$ cat config.mk
export PLATFORM = sky130hd
export DESIGN_NAME = load_store_unit
export DESIGN_NICKNAME = d
export VERILOG_FILES = /design/src/rtl/lsu_pkg.sv /design/src/rtl/load_store_unit_load_extend.sv /design/src/rtl/load_store_unit.sv
export SDC_FILE = /design/constraint.sdc
export NUM_CORES = 1
export LEC_CHECK = 0
export BUFFER_PORTS_ARGS = -buffer_cell sky130_fd_sc_hd__clkbuf_2
export CELL_PAD_IN_SITES_DETAIL_PLACEMENT = 2
export CELL_PAD_IN_SITES_GLOBAL_PLACEMENT = 2
export CORE_MARGIN = 4
export CORE_UTILIZATION = 26
export CTS_CLUSTER_DIAMETER = 30
export DETAILED_ROUTE_END_ITERATION = 7
export GPL_TIMING_DRIVEN = 0
export PLACE_DENSITY = 0.81
export SLEW_MARGIN = 20
export SYNTH_ARGS = -nofsm -noshare
export SYNTH_HDL_FRONTEND = slang
export SYNTH_SLANG_ARGS = --single-unit
export TNS_END_PERCENT = 1
$ cat constraint.sdc
create_clock -name clk -period 2.71 [get_ports clk]
set_clock_uncertainty 0.15 [all_clocks]
set_input_delay 0.542 -clock clk [delete_from_list [all_inputs] [get_ports clk]]
set_output_delay 0.542 -clock clk [all_outputs]
set_load 0.01 [all_outputs]
$ cat src/rtl/lsu_pkg.sv
// Shared types for the data-side load/store unit: size codes,
// FSM state encoding, latency limit and the alignment check.
package lsu_pkg;

  localparam logic [1:0] SIZE_BYTE    = 2'b00;
  localparam logic [1:0] SIZE_HALF    = 2'b01;
  localparam logic [1:0] SIZE_WORD    = 2'b10;
  localparam logic [1:0] SIZE_ILLEGAL = 2'b11;

  localparam int MAX_MEM_LATENCY = 4;

  typedef enum logic [1:0] {
    IDLE,
    ISSUE,
    WAIT,
    RESP
  } lsu_state_e;

  // 1 when size is illegal or the offset breaks natural alignment.
  function automatic logic acc_error(
    input logic [1:0] size,
    input logic [1:0] off
  );
    logic e;
    case (size)
      SIZE_BYTE: e = 1'b0;
      SIZE_HALF: e = off[0];
      SIZE_WORD: e = (off != 2'b00);
      default:   e = 1'b1;
    endcase
    return e;
  endfunction

endpackage

$ cat src/rtl/load_store_unit_load_extend.sv
// Load lane extraction: picks the addressed byte/half of a RAM word
// and sign- or zero-extends it. Ports: rdata_i, off_i, size_i, unsigned_i -> data_o.
module load_extend
  import lsu_pkg::*;
(
  input  logic [31:0] rdata_i,
  input  logic [1:0]  off_i,
  input  logic [1:0]  size_i,
  input  logic        unsigned_i,
  output logic [31:0] data_o
);

  logic [7:0]  b;
  logic [15:0] h;

  always_comb begin
    b = rdata_i[7:0];
    case (off_i)
      2'd1:    b = rdata_i[15:8];
      2'd2:    b = rdata_i[23:16];
      2'd3:    b = rdata_i[31:24];
      default: ;
    endcase
    h = off_i[1] ? rdata_i[31:16] : rdata_i[15:0];
    data_o = '0;
    case (size_i)
      SIZE_BYTE: data_o = {{24{~unsigned_i & b[7]}}, b};
      SIZE_HALF: data_o = {{16{~unsigned_i & h[15]}}, h};
      SIZE_WORD: data_o = rdata_i;
      default:   ;
    endcase
  end

endmodule

$ cat src/rtl/load_store_unit.sv
// Data-side memory port: one aligned load/store at a time, lane steering,
// load extension, one-cycle response. Ports: req_* in, resp_* out, mem_* RAM side.
module load_store_unit
  import lsu_pkg::*;
#(
  parameter int WORD_SIZE   = 32,
  parameter int MEM_LATENCY = 1
) (
  input  logic                 clk,
  input  logic                 rst,
  input  logic                 req_valid,
  output logic                 req_ready,
  input  logic                 req_write,
  input  logic [1:0]           req_size,
  input  logic                 req_unsigned,
  input  logic [WORD_SIZE-1:0] req_addr,
  input  logic [WORD_SIZE-1:0] req_wdata,
  output logic                 resp_valid,
  output logic                 resp_error,
  output logic [WORD_SIZE-1:0] resp_rdata,
  output logic [WORD_SIZE-1:0] mem_addr,
  output logic                 mem_rd_en,
  output logic                 mem_wr_en,
  output logic [3:0]           mem_byte_en,
  output logic [WORD_SIZE-1:0] mem_wdata,
  input  logic [WORD_SIZE-1:0] mem_rdata
);

  localparam int CW = $clog2(MAX_MEM_LATENCY);
  localparam logic [CW-1:0] CNT_INIT = CW'(MEM_LATENCY - 1);

  lsu_state_e           state_q;
  logic                 ready_q;
  logic                 rvalid_q;
  logic                 rerr_q;
  logic [WORD_SIZE-1:0] rdata_q;
  logic [WORD_SIZE-1:0] addr_q;
  logic                 rd_q;
  logic                 wr_q;
  logic [3:0]           be_q;
  logic [WORD_SIZE-1:0] wd_q;
  logic [CW-1:0]        cnt_q;
  logic [1:0]           size_q;
  logic [1:0]           off_q;
  logic                 write_q;
  logic                 uns_q;

  logic                 req_err;
  logic [3:0]           st_be;
  logic [WORD_SIZE-1:0] st_wd;
  logic [WORD_SIZE-1:0] ext;

  assign req_err = acc_error(req_size, req_addr[1:0]);

  // Store lane steering: narrow data is replicated so the
  // byte enables alone select the destination lane(s).
  always_comb begin
    st_be = 4'b1111;
    st_wd = req_wdata;
    case (req_size)
      SIZE_BYTE: begin
        st_be = 4'b0001 << req_addr[1:0];
        st_wd = {4{req_wdata[7:0]}};
      end
      SIZE_HALF: begin
        st_be = req_addr[1] ? 4'b1100 : 4'b0011;
        st_wd = {2{req_wdata[15:0]}};
      end
      default: ;
    endcase
  end

  load_extend u_ext (
    .rdata_i    (mem_rdata),
    .off_i      (off_q),
    .size_i     (size_q),
    .unsigned_i (uns_q),
    .data_o     (ext)
  );

  always_ff @(posedge clk) begin
    if (rst) begin
      state_q  <= IDLE;
      ready_q  <= 1'b1;
      rvalid_q <= 1'b0;
      rerr_q   <= 1'b0;
      rdata_q  <= '0;
      addr_q   <= '0;
      rd_q     <= 1'b0;
      wr_q     <= 1'b0;
      be_q     <= '0;
      wd_q     <= '0;
      cnt_q    <= '0;
      size_q   <= SIZE_BYTE;
      off_q    <= '0;
      write_q  <= 1'b0;
      uns_q    <= 1'b0;
    end else begin
      rd_q     <= 1'b0;
      wr_q     <= 1'b0;
      rvalid_q <= 1'b0;
      case (state_q)
        IDLE: begin
          if (req_valid) begin
            ready_q <= 1'b0;
            size_q  <= req_size;
            off_q   <= req_addr[1:0];
            write_q <= req_write;
            uns_q   <= req_unsigned;
            addr_q  <= {req_addr[WORD_SIZE-1:2], 2'b00};
            if (req_err) begin
              state_q  <= RESP;
              rvalid_q <= 1'b1;
              rerr_q   <= 1'b1;
              rdata_q  <= '0;
            end else begin
              state_q <= ISSUE;
              be_q    <= req_write ? st_be : 4'b1111;
              wd_q    <= st_wd;
              wr_q    <= req_write;
              rd_q    <= ~req_write;
            end
          end
        end
        ISSUE: begin
          if (write_q) begin
            state_q  <= RESP;
            rvalid_q <= 1'b1;
            rerr_q   <= 1'b0;
            rdata_q  <= '0;
          end else begin
            state_q <= WAIT;
            cnt_q   <= CNT_INIT;
          end
        end
        WAIT: begin
          if (cnt_q == '0) begin
            state_q  <= RESP;
            rvalid_q <= 1'b1;
            rerr_q   <= 1'b0;
            rdata_q  <= ext;
          end else begin
            cnt_q <= cnt_q - 1'b1;
          end
        end
        RESP: begin
          state_q <= IDLE;
          ready_q <= 1'b1;
        end
        default: begin
          state_q <= IDLE;
          ready_q <= 1'b1;
        end
      endcase
    end
  end

  assign req_ready   = ready_q;
  assign resp_valid  = rvalid_q;
  assign resp_error  = rerr_q;
  assign resp_rdata  = rdata_q;
  assign mem_addr    = addr_q;
  assign mem_rd_en   = rd_q;
  assign mem_wr_en   = wr_q;
  assign mem_byte_en = be_q;
  assign mem_wdata   = wd_q;

endmodule

==> results.tsv <==
metric	value	unit
outcome	finished clean	
worstPathRequired	2.91	ns
grt_remaining_overflow	0	
syn-mean-instance-area	8.148	um^2
async_flop_share	0	%
cap_violations	0	
via_per_inst	4.915	
clock-sinks	113	
synthDominantCellAreaShare	44.14	%
power.leakage	0.002969	uW
regArea	0.002262	mm^2
initial_core_util	26.42	%
yosys_warnings	0	
antenna_left	0	
synth_common_cells	143 x nand2_1, 113 x dfxtp_1, 87 x a21oi_1, 37 x nor2_1, 33 x clkbuf_1	
core-area	0.01940	mm^2
root_buffer	clkbuf_16	
wl_per_cell	18.53	um
rows	51	
die_x	148.4	um
place_area	0.006476	mm^2
dpl.hpwl	16240	um
final_hold_viol_count	0	
ios	208	
cts_setup_buffers	0	
synth_top_area_cell	dfxtp_1	
port_buffers	203	
yosysUniqueCellTypes	43	
dieArea	0.02202	mm^2
ir_worst_vdd	0.4610	mV
cts-htree-levels	4	
cts.hold.buffers_added	0	
multi_input_area	0.002608	mm^2
dr.pass1.iters	4	
slew_violations	0	
synth_edf_count	0	
finalCritPeriodShare	87.46	%
drt-initial-drc-count	137	
via_count	5559	
nFillCells	2350	
grt_pass1_vias	6078	
relSlewSlack	32.66	%
crit_path_max_fanout	10	
grt_max_degree	17	
dp_cells	1098	
grt_use_total	18.91	%
fin_hold_ws	0.1898	ns
area_growth_syn_to_layout	38.09	%
synthCells	629	
die_h	148.4	um
ys_ff_latch	113	
synth_area_leaders	dfxtp_1 44%, nand2_1 10%, a21oi_1 8.5%	
fin_cells	1131	
cts_tree	built	
p_per_area	910.5	mW/mm^2
postLayoutCoreUtil	36.48	%
antenna_found_initial	2	
ys.flop_type	dfxtp_1	
max_stage_delay	0.34	ns
cts_resized	0	
gp_congestion	0.8028	
period_needed	2.370	ns
crit_chain	inv_1 -> ha_1 -> buf_2 -> a21boi_0 -> o2111ai_1 -> or3_1 -> buf_2 -> buf_6 -> o2bb2ai_2	
drc	0	
drt-total-wl	20960	um
clock_latency	0.41	ns
setup-tns-final	0	ns
grt_pass1_wl	32810	um
layout.nets	960	
end_kind	flop	
critical_path.most_common_cell	buf_2	
clk_pin_slew	0.06	ns
cp-start-kind	flop	
finalSetupViolCount	0	
rsz0062_at_grt	false	
seq_area_frac_synth	44.14	%
clock_path_buffers	2	
worstMarginPinSlew	1.008	ns
layout-drive-gt1-share	30.06	%
clock.fmax	421.9	MHz
arrival	2.57	ns
cts_buffers	17	
syn-cell-area	0.005125	mm^2
min_path_type	in2reg	
stdcell_area	0.007077	mm^2
cp_slowest_cell	or3_1	
crit_type	reg2reg	
yosysMostFrequentCell	nand2_1	
-- final timing paths --
kind / from / end / slack, ns / cells past startpoint
worst max register to register: state_q[0] / resp_rdata[21] / 0.34 / 9
worst min register to register: mem_addr[2] / mem_addr[2] / 0.30 / 2
worst max-delay path: state_q[0] / resp_rdata[21] / 0.34 / 9
worst min-delay path: req_addr[23] / mem_addr[23] / 0.19 / 3
-- cells by family (layout without fill, tap and decap cells) --
logic type               count (synthesis)  in the layout  synth area share [%]
AND/OR/NAND/NOR                        227            227                 19.29
adder cells (fa/ha/maj)                  5              5                 1.221
flip-flops                             113            113                 44.14
multiplexers                            28             28                 5.493
other                                    1              3               0.07317
AO/OA/AOI/OAI                          196            196                 24.73
buffers and inverters                   59            294                 5.054
-- per-stage QoR --
step / total power [uW] / setup slack (ns)
2_1_floorplan: 3382 / 0.6647
6_report: 6444 / 0.3399
4_1_cts: 6527 / 0.2770
5_1_grt: 6844 / 0.06712
3_5_place_dp: 4199 / 0.06901
3_3_place_gp: 4128 / 0.1301
-- metal layers --
layer	part of all wire, %	vias to the layer above	track usage, %
met3	5.8	37	5.637
met5	0.091	-	0
met2	50	147	32.91
met4	2.6	2	7.344
li1	-	2653	-
met1	42	2720	21.87
-- state kept, by name, summed over array words and instances, names as in the netlist --
name / count
cnt_q: 2
mem_addr: 30
mem_byte_en: 4
mem_rd_en: 1
mem_wdata: 32
mem_wr_en: 1
off_q: 2
req_ready: 1
resp_error: 1
resp_rdata: 32
resp_valid: 1
size_q: 2
state_q: 2
uns_q: 1
write_q: 1
-- critical path: cells and delay by family, from the launching register on --
kind | cells | cell delay [ns]
simple gates | 1 | 0.34
buf+inv | 4 | 0.73
compound gates | 3 | 0.57
fa+ha+maj | 1 | 0.18
flops | 1 | 0.32
-- power by group --
group	switching, uW	internal, uW	total (uW)
clock	802	1490	2290
sequential	167	1930	2100
combinational	1330	721	2060
total	2300	4140	6440
-- cell type report --
cell class | count | share of cell area [%]
multi-input cells | 458 | 36.85
repair buffers | 203 | 14.36
well taps | 265 | 4.685
diodes | 1 | 0.03536
plain buffers | 52 | 3.289
flip-flops and latches | 113 | 31.97
clock inverters | 10 | 1.892
inverters | 7 | 0.3713
clock buffers | 22 | 6.559
-- cells in the final DEF (no fill, tap or decap), types with 4 or more instances in the layout --
master	Yosys	layout
clkinv_2	0	4
a21oi_1	87	87
o211ai_1	7	7
clkbuf_2	0	203
nand2_1	143	143
o2bb2ai_2	10	10
clkbuf_1	33	36
inv_1	7	7
nand3b_1	8	8
clkbuf_16	0	17
a22oi_1	8	8
dfxtp_1	113	113
buf_2	9	9
o21ai_0	32	32
nor3_1	7	7
nand2b_1	6	6
a211oi_1	14	14
buf_1	5	5
ha_1	5	5
nand3_1	14	14
a311oi_1	8	8
a31oi_1	7	7
mux2i_1	27	27
o2bb2ai_1	8	8
nor2_1	37	37
Power figures use the tool's default switching activity.
